--- src/rtl/adder_subtractor_unit_if.sv ---
// rtl/adder_subtractor_unit_if.sv - operand/result bundle for the adder-subtractor core
interface adder_subtractor_unit_if #(
    parameter int WIDTH = 8
);
    logic             in_valid;
    logic [WIDTH-1:0] a;
    logic [WIDTH-1:0] b;
    logic             out_valid;
    logic [WIDTH-1:0] sum;
    logic             cout_add;
    logic             ovf_add;
    logic [WIDTH-1:0] diff;
    logic             cout_sub;
    logic             ovf_sub;

    modport master (
        output in_valid, a, b,
        input  out_valid, sum, cout_add, ovf_add, diff, cout_sub, ovf_sub
    );

    modport slave (
        input  in_valid, a, b,
        output out_valid, sum, cout_add, ovf_add, diff, cout_sub, ovf_sub
    );
endinterface

--- src/rtl/adder_subtractor_unit.sv ---
// rtl/adder_subtractor_unit.sv - registered parallel ripple-carry adder and subtractor
module adder_subtractor_unit #(
    parameter int WIDTH = 8
) (
    input  logic                  clk,
    input  logic                  rst,
    adder_subtractor_unit_if.slave bus
);
    localparam int MSB = WIDTH - 1;

    logic [WIDTH:0]   c_add;
    logic [WIDTH:0]   c_sub;
    logic [WIDTH-1:0] s_add;
    logic [WIDTH-1:0] s_sub;
    logic [WIDTH-1:0] b_n;

    assign c_add[0] = 1'b0;
    assign c_sub[0] = 1'b1;
    assign b_n      = ~bus.b;

    // Two independent full-adder chains; subtraction is a + ~b + 1.
    for (genvar i = 0; i < WIDTH; i++) begin : g_cell
        assign s_add[i]   = bus.a[i] ^ bus.b[i] ^ c_add[i];
        assign c_add[i+1] = (bus.a[i] & bus.b[i]) | (c_add[i] & (bus.a[i] ^ bus.b[i]));
        assign s_sub[i]   = bus.a[i] ^ b_n[i] ^ c_sub[i];
        assign c_sub[i+1] = (bus.a[i] & b_n[i]) | (c_sub[i] & (bus.a[i] ^ b_n[i]));
    end

    logic ovf_add_c;
    logic ovf_sub_c;

    assign ovf_add_c = (bus.a[MSB] == bus.b[MSB]) && (s_add[MSB] != bus.a[MSB]);
    assign ovf_sub_c = (bus.a[MSB] != bus.b[MSB]) && (s_sub[MSB] != bus.a[MSB]);

    always_ff @(posedge clk) begin
        if (rst) begin
            bus.out_valid <= 1'b0;
            bus.sum       <= '0;
            bus.cout_add  <= 1'b0;
            bus.ovf_add   <= 1'b0;
            bus.diff      <= '0;
            bus.cout_sub  <= 1'b0;
            bus.ovf_sub   <= 1'b0;
        end else begin
            bus.out_valid <= bus.in_valid;
            if (bus.in_valid) begin
                bus.sum      <= s_add;
                bus.cout_add <= c_add[WIDTH];
                bus.ovf_add  <= ovf_add_c;
                bus.diff     <= s_sub;
                // Inverted carry of a + ~b + 1 is the borrow.
                bus.cout_sub <= ~c_sub[WIDTH];
                bus.ovf_sub  <= ovf_sub_c;
            end
        end
    end
endmodule

--- src/flat_wrapper.sv ---
// flat-port wrapper written by rule: the top's interface ports become plain ports
module adder_subtractor_unit_flat 
#(
    parameter int WIDTH = 8
)
  (clk, rst, bus_in_valid, bus_a, bus_b, bus_out_valid, bus_sum, bus_cout_add, bus_ovf_add, bus_diff, bus_cout_sub, bus_ovf_sub);
  adder_subtractor_unit_if #(.WIDTH(WIDTH)) bus_i ();
  input  logic clk;
  input  logic rst;
  input wire logic [$bits(bus_i.in_valid)-1:0] bus_in_valid;
  input wire logic [$bits(bus_i.a)-1:0] bus_a;
  input wire logic [$bits(bus_i.b)-1:0] bus_b;
  output wire logic [$bits(bus_i.out_valid)-1:0] bus_out_valid;
  output wire logic [$bits(bus_i.sum)-1:0] bus_sum;
  output wire logic [$bits(bus_i.cout_add)-1:0] bus_cout_add;
  output wire logic [$bits(bus_i.ovf_add)-1:0] bus_ovf_add;
  output wire logic [$bits(bus_i.diff)-1:0] bus_diff;
  output wire logic [$bits(bus_i.cout_sub)-1:0] bus_cout_sub;
  output wire logic [$bits(bus_i.ovf_sub)-1:0] bus_ovf_sub;
  assign bus_i.in_valid = bus_in_valid;
  assign bus_i.a = bus_a;
  assign bus_i.b = bus_b;
  assign bus_out_valid = bus_i.out_valid;
  assign bus_sum = bus_i.sum;
  assign bus_cout_add = bus_i.cout_add;
  assign bus_ovf_add = bus_i.ovf_add;
  assign bus_diff = bus_i.diff;
  assign bus_cout_sub = bus_i.cout_sub;
  assign bus_ovf_sub = bus_i.ovf_sub;
  adder_subtractor_unit #(.WIDTH(WIDTH)) u_core (.clk(clk), .rst(rst), .bus(bus_i));
endmodule
--- config.mk ---
export PLATFORM = sky130hd
export DESIGN_NAME = adder_subtractor_unit_flat
export DESIGN_NICKNAME = d
export VERILOG_FILES = /design/src/rtl/adder_subtractor_unit_if.sv /design/src/rtl/adder_subtractor_unit.sv /design/src/flat_wrapper.sv
export SDC_FILE = /design/constraint.sdc
export NUM_CORES = 1
export LEC_CHECK = 0
export CORE_AREA = 2 2 54 56
export DETAILED_ROUTE_END_ITERATION = 16
export DIE_AREA = 0 0 56 58
export MAX_ROUTING_LAYER = met4
export PLACE_DENSITY = 0.74
export SLEW_MARGIN = 20
export SYNTH_ARGS = -nofsm -noshare
export SYNTH_HDL_FRONTEND = slang
export SYNTH_SLANG_ARGS = --single-unit
--- constraint.sdc ---
create_clock -name clk -period 5.05 [get_ports clk]
set_input_delay 0.7575 -clock clk [delete_from_list [all_inputs] [get_ports clk]]
set_output_delay 0.7575 -clock clk [all_outputs]
set_load 0.02 [all_outputs]
==> key figures <==
Status
  – Outcome: finished clean

Synthesis
  – Fraction of registers with async set/reset: 0
  – Post-synthesis register bit count: 20
  – Synth Warn #: 0
  – Mapped Area: 1090 um^2
  – Distinct cells, synth: 17
  – Syn Area/Cell: 10.8 um^2
  – Syn nets: roughly 140
  – Mapped Cells: 101
  – Number of synthesized flops with an enable pin: 0
  – Register area share after synthesis: 0.367
  – Top FF cell, synth: dfxtp_1

GRT
  – GRT overflow: 0
  – Gr usage total: 0.145
  – Pin count of the biggest net entering global routing: 33
  – First-pass GRT wire length: 3530 um
  – Antenna violations before repair: 0
  – Vias in the first global route: 833

STA
  – Skew final: 0 ns
  – RSZ-0062 raised after global routing: no
  – Min Tclk post-route: 4.31 ns
  – Max-slew violations: 0
  – Hold_ws: 0.490 ns
  – Tcrit/Tclk final: 0.853
  – Max_slew headroom: 0.457
  – Final setup violation count: 0
  – Worst-Margin Slew: a little over 0.8 ns
  – Post-route setup TNS: 0 ns
  – Final Hold Viols: 0
  – Fmax achieved: about 230 MHz

Place
  – DP Wirelength: 1590 um
  – Port bufs: 39
  – Final GP Congestion: about 0.7

Die
  – # rows: 19
  – Initial Util: 0.410
  – I/O pin total: 40
  – Die span in y: about 58 um
  – CORE AREA: approximately 2700 um^2
  – Full die area: 3250 um^2
  – Die Width: 56 um

Critical path
  – CP Max Fanout: 2
  – Worst path most repeated cell: fa_1
  – Worst setup EP type: flop
  – Setup Crit Path Kind: in -> reg
  – Critical Path RT: 5.22 ns
  – CP cell instances: clkdlybuf4s50_1 > inv_1 > ha_1 > fa_1 > fa_1 > fa_1 > fa_1 > inv_1 > fa_1 > inv_1 > fa_1 > fa_1 > xor2_1 > o32ai_1
  – Critical Path AT: 4.48 ns
  – Max incr delay on CP: about 0.55 ns
  – CP Launch Type: input pin
  – R2R Setup Slk: 4.21 ns
  – Crit path from: bus_a[0]
  – Slowest-stage cell, CP: fa_1
  – Worst r2r src: u_core.bus.ovf_add

Routing
  – Post-Route WL: 2080 um
  – Detailed-route DRC error count: 0
  – DRT iter0 DRCs: 6
  – Vias post-DR: 794
  – ANT nets after route: 0
  – Via density: 4.67
  – DRT Pass-1 Iters: 3
  – DR WL/cell: 12.2 um

CTS
  – CTS Hold Bufs: 0
  – Root Buffer: clkbuf_4
  – Clock Path Buffers: 2
  – # resized after CTS: 0
  – CTS HTree Levels: 1
  – Inserted Clock Buffers: 3
  – Post-CTS Setup Bufs: 0
  – TritonCTS clock tree: built
  – Clk_lat worst skew: a little under 0.3 ns
  – Reg clk slew, reported paths: 0.12 ns
  – Clock tree sinks: 20

Power and ir drop
  – Power per cell area: 263 nW/um^2
  – P_leak: 0.648 nW
  – Worst VDD drop: around 210 uV

Job
  – MaxCap Viol Count: 0

Final layout
  – Area Growth Syn to Fin: 40.2%
  – Nets: 176
  – ANT cells: 0
  – Layout cells sized above 1: 0.0504

Min path
  – Hold crit path type: reg -> reg
  – Hold Path Origin: u_core.bus.sum[1]
==> per-stage QoR <==
stage	std cells	util	area (um^2)	setup slack, ns	power, mW
5_1_grt	170	0.575	1530	0.600	0.431
2_1_floorplan	101	-	1090	1.09	0.255
6_report	170	0.575	1530	0.741	0.403
4_1_cts	170	0.575	1530	0.718	0.411
3_3_place_gp	166	0.562	1500	0.435	0.312
3_5_place_dp	166	0.562	1500	0.398	0.313
==> placed cells by master (no fill, tap or decap) <==
cell type / n
clkdlybuf4s50_1: 39
o32ai_1: 1
ha_1: 3
nand2_1: 1
xor2_1: 2
inv_1: 16
mux2i_1: 7
nor2b_1: 1
or3b_1: 2
fa_1: 14
dfxtp_1: 20
a211oi_2: 2
nor2_1: 17
clkbuf_4: 3
a211oi_1: 8
clkbuf_8: 1
buf_4: 1
o31ai_1: 1
==> registers in the layout (all words and copies together), names as in the netlist <==
signal	cells
u_core.bus.ovf_add	1
u_core.bus.diff	8
u_core.bus.sum	7
u_core.bus.ovf_sub	1
u_core.bus.out_valid	1
u_core.bus.cout_sub	1
u_core.bus.cout_add	1
==> kinds of logic (layout without fill, tap and decap cells) <==
family	Yosys count	after routing	share of synthesized area
flip-flops	20	20	0.367
XOR/XNOR	2	2	0.0160
AO/OA/AOI/OAI	12	12	0.0928
buffers and inverters	22	60	0.0859
AND/OR/NAND/NOR	21	21	0.0836
adder cells (fa/ha/maj)	17	17	0.291
multiplexers	7	7	0.0641
==> report_power, final <==
part           switching, mW  total [mW]  internal (mW)  leakage (nW)
registers            0.00757       0.180          0.173         0.166
clock network         0.0500      0.0939         0.0439        0.0210
logic                 0.0635       0.129         0.0653         0.461
==> Yosys cell counts, types with 2 or more instances <==
| cell type | count | area [um^2] |
|---|---|---|
| buf_2 | 3 | 15.0 |
| buf_4 | 2 | 15.0 |
| nor2_1 | 17 | 63.8 |
| fa_1 | 14 | 280 |
| xor2_1 | 2 | 17.5 |
| a211oi_1 | 8 | 60.1 |
| or3b_1 | 2 | 17.5 |
| dfxtp_1 | 20 | 400 |
| inv_1 | 16 | 60.1 |
| ha_1 | 3 | 37.5 |
| mux2i_1 | 7 | 70.1 |
| a211oi_2 | 2 | 25.0 |
==> critical path: cells and delay by family <==
family	cells	cell delay (ns)
compound gates	1	0.09
xor+xnor	1	0.15
fa+ha+maj	8	2.81
buf+inv	4	0.66
==> final timing paths <==
path / end / cells after the start
max: u_core.bus.ovf_sub / 14
max reg2reg: u_core.bus.ovf_add / 2
min reg2reg: u_core.bus.sum[1] / 2
min: u_core.bus.sum[1] / 2
==> metal layers <==
layer / part of all wire / global-route usage / wire length, um / vias up
li1: - / - / - / 398
met1: 0.42 / 0.173 / 883 / 375
met2: 0.53 / 0.245 / 1100 / 19
met3: 0.040 / 0.0223 / 84 / 2
met4: 0.0086 / 0.0612 / 18 / 0
met5: 0 / - / 0 / -
==> layout make-up <==
type | instances | area, um^2
sequential | 20 | 400
fill | 245 | 1130
inverter | 16 | 60.1
multi-input combinational | 59 | 598
timing repair buffer | 40 | 398
tap | 31 | 38.8
clock buffer | 4 | 36.3
(Power assumes the default switching activity.)
